--- config.mk ---
export PLATFORM = sky130hd
export DESIGN_NAME = hub_slot_sched
export DESIGN_NICKNAME = d
export VERILOG_FILES = /design/src/rtl/hub_slot_sched.sv
export SDC_FILE = /design/constraint.sdc
export NUM_CORES = 1
export LEC_CHECK = 0
export ABC_AREA = 1
export BUFFER_PORTS_ARGS = -buffer_cell sky130_fd_sc_hd__buf_2
export CORE_ASPECT_RATIO = 1.4
export CORE_UTILIZATION = 45
export DETAILED_ROUTE_END_ITERATION = 8
export PLACE_DENSITY = 0.85
export SLEW_MARGIN = 20
export SYNTH_ARGS = -nofsm -noshare
export SYNTH_HDL_FRONTEND = slang
export SYNTH_SLANG_ARGS = --single-unit
export TNS_END_PERCENT = 30
--- constraint.sdc ---
create_clock -name clk_cog -period 1.3 [get_ports clk_cog]
set_input_delay 0.325 -clock clk_cog [delete_from_list [all_inputs] [get_ports clk_cog]]
set_output_delay 0.325 -clock clk_cog [all_outputs]
set_load 0.01 [all_outputs]
--- src/rtl/hub_slot_sched.sv ---
// Hub time-slot scheduler: round-robin cog windows plus one optional external slot per rotation.
// Optional build macro SKIP_IDLE_EN: skip cogs whose cog_ena bit is clear.
module hub_slot_sched #(
    parameter int NUMCOGS  = 8,
    parameter int SLOT_CYC = 2
) (
    input  logic       clk_cog,
    input  logic       inp_res,
    input  logic       run,
    input  logic [7:0] cog_ena,
    input  logic       ext_req,
    output logic       ext_gnt,
    output logic       ena_bus,
    output logic [7:0] bus_sel,
    output logic [2:0] slot_idx,
    output logic [7:0] rot_cnt
);

    typedef enum logic [1:0] {
        S_IDLE,
        S_COG,
        S_EXT
    } state_t;

    localparam logic [3:0] PH_LAST  = 4'(SLOT_CYC - 1);
    localparam logic [2:0] COG_LAST = 3'(NUMCOGS - 1);

    state_t     r_state;
    state_t     w_state_nxt;
    logic [2:0] r_idx;
    logic [2:0] w_idx_nxt;
    logic [7:0] r_rot;
    logic [7:0] w_rot_nxt;
    logic [3:0] r_ph;
    logic [3:0] w_ph_nxt;
    logic       r_ena_bus;

    assign w_ph_nxt = (r_ph == PH_LAST) ? 4'd0 : r_ph + 4'd1;

`ifdef SKIP_IDLE_EN
    logic [7:0] w_ena_m;
    logic       w_lo_hit;
    logic [2:0] w_lo_idx;
    logic       w_up_hit;
    logic [2:0] w_up_idx;

    assign w_ena_m = cog_ena & 8'((9'd1 << NUMCOGS) - 9'd1);

    // Lowest enabled cog overall, and lowest enabled cog above the current owner.
    always_comb begin
        w_lo_hit = 1'b0;
        w_lo_idx = '0;
        w_up_hit = 1'b0;
        w_up_idx = '0;
        for (int unsigned i = 0; i < 8; i++) begin
            if (w_ena_m[i] && !w_lo_hit) begin
                w_lo_hit = 1'b1;
                w_lo_idx = 3'(i);
            end
            if (w_ena_m[i] && !w_up_hit && (3'(i) > r_idx)) begin
                w_up_hit = 1'b1;
                w_up_idx = 3'(i);
            end
        end
    end

    always_comb begin
        w_state_nxt = r_state;
        w_idx_nxt   = r_idx;
        w_rot_nxt   = r_rot;
        case (r_state)
            S_IDLE: begin
                if (w_lo_hit) begin
                    w_state_nxt = S_COG;
                    w_idx_nxt   = w_lo_idx;
                end else begin
                    // An empty slot still counts as a rotation boundary.
                    w_rot_nxt   = r_rot + 8'd1;
                    w_state_nxt = ext_req ? S_EXT : S_IDLE;
                    w_idx_nxt   = '0;
                end
            end
            S_COG: begin
                if (w_up_hit) begin
                    w_idx_nxt = w_up_idx;
                end else begin
                    w_rot_nxt = r_rot + 8'd1;
                    if (ext_req) begin
                        w_state_nxt = S_EXT;
                        w_idx_nxt   = '0;
                    end else if (w_lo_hit) begin
                        w_idx_nxt = w_lo_idx;
                    end else begin
                        w_state_nxt = S_IDLE;
                        w_idx_nxt   = '0;
                    end
                end
            end
            S_EXT: begin
                w_state_nxt = w_lo_hit ? S_COG : S_IDLE;
                w_idx_nxt   = w_lo_hit ? w_lo_idx : 3'd0;
            end
            default: begin
                w_state_nxt = S_IDLE;
                w_idx_nxt   = '0;
            end
        endcase
    end
`else
    logic w_unused_ena;
    assign w_unused_ena = ^cog_ena;

    always_comb begin
        w_state_nxt = r_state;
        w_idx_nxt   = r_idx;
        w_rot_nxt   = r_rot;
        case (r_state)
            S_IDLE: begin
                w_state_nxt = S_COG;
                w_idx_nxt   = '0;
            end
            S_COG: begin
                if (r_idx == COG_LAST) begin
                    w_rot_nxt   = r_rot + 8'd1;
                    w_state_nxt = ext_req ? S_EXT : S_COG;
                    w_idx_nxt   = '0;
                end else begin
                    w_idx_nxt = r_idx + 3'd1;
                end
            end
            S_EXT: begin
                w_state_nxt = S_COG;
                w_idx_nxt   = '0;
            end
            default: begin
                w_state_nxt = S_IDLE;
                w_idx_nxt   = '0;
            end
        endcase
    end
`endif

    // Advance fires on the edge where ena_bus is already high, i.e. ph is at its last value.
    always_ff @(posedge clk_cog or posedge inp_res) begin
        if (inp_res) begin
            r_state   <= S_IDLE;
            r_idx     <= '0;
            r_rot     <= '0;
            r_ph      <= '0;
            r_ena_bus <= 1'b0;
        end else if (!run) begin
            r_state   <= S_IDLE;
            r_idx     <= '0;
            r_rot     <= '0;
            r_ph      <= '0;
            r_ena_bus <= 1'b0;
        end else begin
            r_ph      <= w_ph_nxt;
            r_ena_bus <= (w_ph_nxt == PH_LAST);
            if (r_ena_bus) begin
                r_state <= w_state_nxt;
                r_idx   <= w_idx_nxt;
                r_rot   <= w_rot_nxt;
            end
        end
    end

    assign ena_bus  = r_ena_bus;
    assign ext_gnt  = (r_state == S_EXT);
    assign bus_sel  = (r_state == S_COG) ? (8'd1 << r_idx) : 8'd0;
    assign slot_idx = r_idx;
    assign rot_cnt  = r_rot;

endmodule

==> metrics.txt, run 1 <==
status finished with violations; failing checks negative setup slack; insertion delay to the later sink of the worst-skew pair 310 ps; Max Root-Sink Buffers 2; Arrival @ worst endpoint between 1000 and 1500 ps; Worst Path Required ~1000 ps; gr ovfl total 0; switching share of power around a third; Fin. Hold Viols 0; CTS Root Cell clkbuf_4; number of global-route vias before repair approximately 1000; Initial Util between 40% and 50%; IO Pins 33; sequential share of power between 40% and 50%; Synth cell types 21; Worst setup EP type output pin; register area share after synthesis 42.6%; crit-path max cell delay approximately 470 ps; number of CTS-inserted buffers 3; fin crit share 134%; CP Cell Sequence inv_4, ha_4, inv_2, nor3_2, buf_2; routed wire length per instance 15.8 µm; Clock Power Share 28.7%; EDFF count, synth 0; worst vdd ir 797 µV; first-pass GRT wire length around 4.4 mm; Synth top area share about 43%; PortBufs 24; Gate power share about 22%; final setup vio count 24; Seq cells post-synth 18; Layout area overhead 46.2%; total power around 1.3 mW; most common cell in the synthesized netlist nand2_1; Detail Route Antenna Nets 0; CTS tree yes; number of H-tree levels 1; Most used DFF post-synth dfrtp_1; Initial DRT Pass Iterations 4; Slew @ Worst Pin 241 ps; Mapped Avg Cell Area just under 8 µm²; Num Clock Sinks 18; Final Critical Period 1740 ps; Post-Syn Nets about 150; Slew HR between 80% and 90%; largest net degree at the start of global routing 16; sw power about 0.39 mW; YS warnings 0; max-slew violations 0; Area contributors post-synth dfrtp_1 (43%), ha_1 (8.3%), nand2_1 (8.2%), inv_1 (7.8%), nor2_1 (6.4%); Hold Crit Class input pin to flop; DIE WIDTH 43.0 µm; via count around 1100; Mapped Area 1060 µm²; Max Cap Viol 0; Worst setup SP type flop; Mapped Cells ~130; Int Pwr around 0.86 mW; post-route DRC violation count 0; slowest CP cell dfrtp_2; worst clock skew around 4.7 ps; layout cells sized above 1 between 40% and 50%; GR Util All Layers 23.0%; clk slew on worst S/H paths 100 ps; setup repair after global routing missed its margin yes; pre-CTS setup slack -62.1 ps; Final GP Congestion 0.809; power per cell area 809 nW/µm²; core area 2200 µm²; die height slightly below 60 µm; n_diodes 0; top cells by count, synth nand2_1 (23), inv_1 (22), dfrtp_1 (18), nor2_1 (18); initial antenna violation count 0; CP max FO 3; row cnt 20; Die ar. 2550 µm²; FMAX ~0.58 GHz; critical path class flop to output pin; static leakage slightly above 0.7 nW; Final WS setup -438 ps; DR vias/cell 5.56; Post-DP HPWL between 1.5 and 2 mm; share of synthesized registers carrying an async set or reset between 90% and 100%; Synth area leader dfrtp_1; DRT Wirelength 3.10 mm; nets 194; number of DRC markers in iteration 0 38; setup TNS -5070 ps
logic make-up after synthesis:
family / share of synthesized area, %
flip-flops: 42.6
AND/OR/NAND/NOR: 30.8
adder cells (fa/ha/maj): 8.28
buffers and inverters: 8.88
AO/OA/AOI/OAI: 9.47
routing by layer:
layer	wire length [µm]	track usage, %
met5	0	0
met4	89	11.3
met3	152	2.74
met2	1700	41.6
met1	1150	26.4
registers in the layout, summed over array words and instances (netlist names):
signal    cells
rot_cnt       8
ena_bus       1
slot_idx      3
r_state       2
r_ph          4
stage by stage:
| stage | hold WS [ps] | util, % | area, µm² | cells |
|---|---|---|---|---|
| after detailed placement | 207 | 57.8 | 1270 | 187 |
| after global routing | 277 | 70.2 | 1550 | 196 |
| final | 277 | 70.2 | 1550 | 196 |
| after CTS | 273 | 66.6 | 1470 | 193 |
| after floorplan | 264 | - | 1070 | 134 |
| after global placement | 200 | 57.8 | 1270 | 187 |
power by group through the flow:
stage          clock network (mW)  logic (mW)  registers, mW
5_1_grt                     0.390       0.296          0.624
6_report                    0.359       0.272          0.620
3_3_place_gp                    0       0.184          0.616
3_5_place_dp                    0       0.193          0.618
4_1_cts                     0.365       0.240          0.613
2_1_floorplan                   0       0.121          0.617
area by class of cell:
class                           instances  area [µm²]
Fill cell                             149         657
Inverter                               23        96.3
Timing Repair Buffer                   37         264
Multi-Input combinational cell         92         664
Tap cell                               22        27.5
Sequential cell                        18         457
Clock buffer                            4        36.3
worst max-delay path: cells and delay by family (launching register included):
| family | cells | cell delay (ps) |
|---|---|---|
| buffers and inverters | 3 | 330 |
| AND/OR/NAND/NOR | 1 | 180 |
| flip-flops | 1 | 470 |
| adder cells (fa/ha/maj) | 1 | 130 |
worst paths after layout:
| check | startpoint | slack [ps] | endpoint | cells after the start |
|---|---|---|---|---|
| worst max-delay path | slot_idx[0] | -440 | bus_sel[2] | 5 |
| worst min-delay path | ext_req | 280 | r_state[1] | 3 |
| worst max register to register | slot_idx[1] | -220 | r_state[0] | 9 |
| worst min register to register | r_ph[0] | 490 | r_ph[0] | 1 |
| max in group asynchronous | inp_res | 430 | ena_bus | 4 |
| min in group asynchronous | inp_res | 430 | r_state[0] | 3 |
placed cells by master (no fill, tap or decap):
cell type | Yosys | final
dfrtp_2 | 0 | 5
ha_1 | 7 | 1
o21ai_2 | 0 | 1
nor2_2 | 0 | 2
nor3_2 | 0 | 6
inv_2 | 1 | 6
nor4_1 | 1 | 1
o31ai_1 | 1 | 1
clkbuf_4 | 1 | 3
nand3_1 | 9 | 5
nand2_4 | 1 | 2
clkbuf_8 | 0 | 1
o21ai_0 | 8 | 5
nor2_1 | 18 | 16
nand3_2 | 0 | 3
nand4_4 | 1 | 1
buf_4 | 0 | 7
nand3_4 | 0 | 1
buf_2 | 0 | 20
inv_1 | 22 | 13
o21ai_1 | 2 | 4
nand2_2 | 0 | 1
o21bai_1 | 3 | 3
nor2_4 | 2 | 2
dlygate4sd3_1 | 0 | 1
nand3b_1 | 1 | 1
buf_6 | 0 | 9
a21oi_1 | 4 | 4
ha_4 | 0 | 6
nand4_1 | 1 | 1
nand2_1 | 23 | 21
and2_1 | 1 | 1
nor3_1 | 9 | 3
dfrtp_1 | 18 | 13
inv_4 | 0 | 4
timing repair:
action / CTS / global route
endpoints found under the setup margin: 24 / 25
pin swaps: 11 / 11
gates resized for setup: 42 / 14
hold buffers: 1 / 0
hold endpoints to repair: 3 / 0
buffers inserted: 1 / 3
Note: power is estimated with default switching activity, not from simulation.
==> inputs of run 2 (changes only) <==
Settings changed: CORE_ASPECT_RATIO 1.4 to default, CORE_UTILIZATION 45 to 47, CTS_BUF_LIST from default to sky130_fd_sc_hd__clkbuf_8, PLACE_DENSITY 0.85 to 0.88.
==> metrics.txt, run 2 (same netlist as run 1, synthesis figures left out) <==
switching share of power ~29%; max-slew violations 0; Int Pwr about 0.94 mW; DRT Wirelength 2.98 mm; Slew HR about four fifths; Arrival @ worst endpoint between 1000 and 1500 ps; GR Util All Layers between 20% and 30%; gr ovfl total 0; FMAX ~0.60 GHz; initial antenna violation count 0; Final WS setup -354 ps; pre-CTS setup slack -134 ps; routed wire length per instance ~15 µm; max FFs per register 8; via count 1120; Final GP Congestion about 0.87; final setup vio count 21; number of CTS-inserted buffers 3; sw power around 0.39 mW; insertion delay to the later sink of the worst-skew pair about 260 ps; DIE WIDTH between 40 and 50 µm; Final Critical Period around 1700 ps; Num Clock Sinks 18; Post-DP HPWL 1.80 mm; nets about 190; worst clock skew 9.56 ps; sequential share of power between 40% and 50%; critical path class flop to output pin; Die ar. 2440 µm²; Slew @ Worst Pin 305 ps; Gate power share roughly a fifth; Fin. Hold Viols 0; Hold Crit Class input pin to asynchronous set/reset pin; CTS Root Cell clkbuf_8; commonest non-fill, non-tap cell in the layout buf_2; Layout area overhead 39.9%; die height 49.4 µm; setup repair after global routing missed its margin yes; power per cell area around 900 nW/µm²; Detail Route Antenna Nets 0; fin crit share 127%; failing checks negative setup slack; Max Root-Sink Buffers 2; Post-Place Cells a little under 200; number of global-route vias before repair between 1000 and 1500; worst vdd ir 1010 µV; Worst setup EP type output pin; number of H-tree levels 1; clk slew on worst S/H paths about 70 ps; largest net degree at the start of global routing 19; PortBufs 24; IO Pins 33; DR vias/cell about 5.6; Initial DRT Pass Iterations 5; total power around 1.3 mW; Post-CTS Hold Fix Bufs 0; Max Cap Viol 0; fin cells 199; status finished with violations; post-route DRC violation count 0; Initial Util between 50% and 60%; number of DRC markers in iteration 0 62; CP max FO 3; Worst setup SP type flop; row cnt 16; n_diodes 0; Worst Path Required approximately 980 ps; first-pass GRT wire length roughly 4.8 mm; static leakage a little over 0.7 nW; CTS tree yes; Clock Power Share between 30% and 40%; core area approximately 2000 µm²; most frequent cells in the layout buf_2 (23), nand2_1 (20), nor2_1 (17); layout cells sized above 1 about 41%
-- run 2: changes by cell type in the layout (fill, tap and decap cells not counted), sizes merged --
| cell | previous run | this run |
|---|---|---|
| buf | 36 | 35 |
| dlygate4sd3 | 1 | 0 |
-- run 2: per-stage QoR --
| step | area [µm²] | utilization, % | setup TNS (ps) | hold WS (ps) |
|---|---|---|---|---|
| floorplan | 1070 | - | -242 | 264 |
| global placement | 1290 | 63.0 | -78.6 | 347 |
| detailed placement | 1290 | 63.0 | -738 | 348 |
| CTS | 1430 | 69.8 | -3630 | 69.3 |
| global route | 1480 | 72.4 | -5280 | 89.4 |
| finish | 1480 | 72.4 | -4160 | 58.0 |
-- run 2: final timing paths --
path	start	to	slack (ps)	depth (start not counted)
worst max-delay path	slot_idx[0]	bus_sel[6]	-350	5
worst max register to register	slot_idx[1]	r_state[0]	-250	9
min in group clk_cog	ext_req	r_state[1]	330	3
worst min-delay path	inp_res	rot_cnt[3]	60	3
max in group asynchronous	inp_res	ena_bus	1030	3
worst min register to register	r_ph[0]	r_ph[0]	470	1
-- run 2: layer usage --
| metal | wire (µm) | GRT usage (%) | vias up | part of all wire (%) |
|---|---|---|---|---|
| met5 | 0 | 0 | - | 0 |
| met3 | 222 | 6.54 | 24 | 7.5 |
| met4 | 185 | 11.0 | 0 | 6.2 |
| met2 | 1500 | 46.8 | 68 | 51 |
| met1 | 1070 | 28.6 | 523 | 36 |
| li1 | - | - | 505 | - |
-- run 2: power groups by stage --
stage	logic (mW)	clock network [mW]	registers, mW
finish	0.247	0.463	0.614
global route	0.267	0.495	0.618
CTS	0.227	0.463	0.611
detailed placement	0.200	0	0.618
global placement	0.185	0	0.616
floorplan	0.121	0	0.617
-- run 2: worst max-delay path: stages, from the launching register on --
cell and delay, ps:
dfrtp_1 430, inv_2 130, ha_4 140, inv_2 50
nor3_2 160, buf_2 170
-- run 2: layout make-up --
cell class | count | area [µm²]
repair buffers | 35 | 220
multi-input cells | 92 | 624
inverters | 23 | 91.3
clock buffers | 4 | 55.1
fillers | 149 | 563
flip-flops and latches | 18 | 454
well taps | 27 | 33.8
-- run 2: timing repair --
action                     in CTS  in global routing
pin swaps                       7                  4
setup endpoints to repair      20                 25
gates resized for setup        24                 13
setup buffers                   2                  0
gates cloned                    0                  0
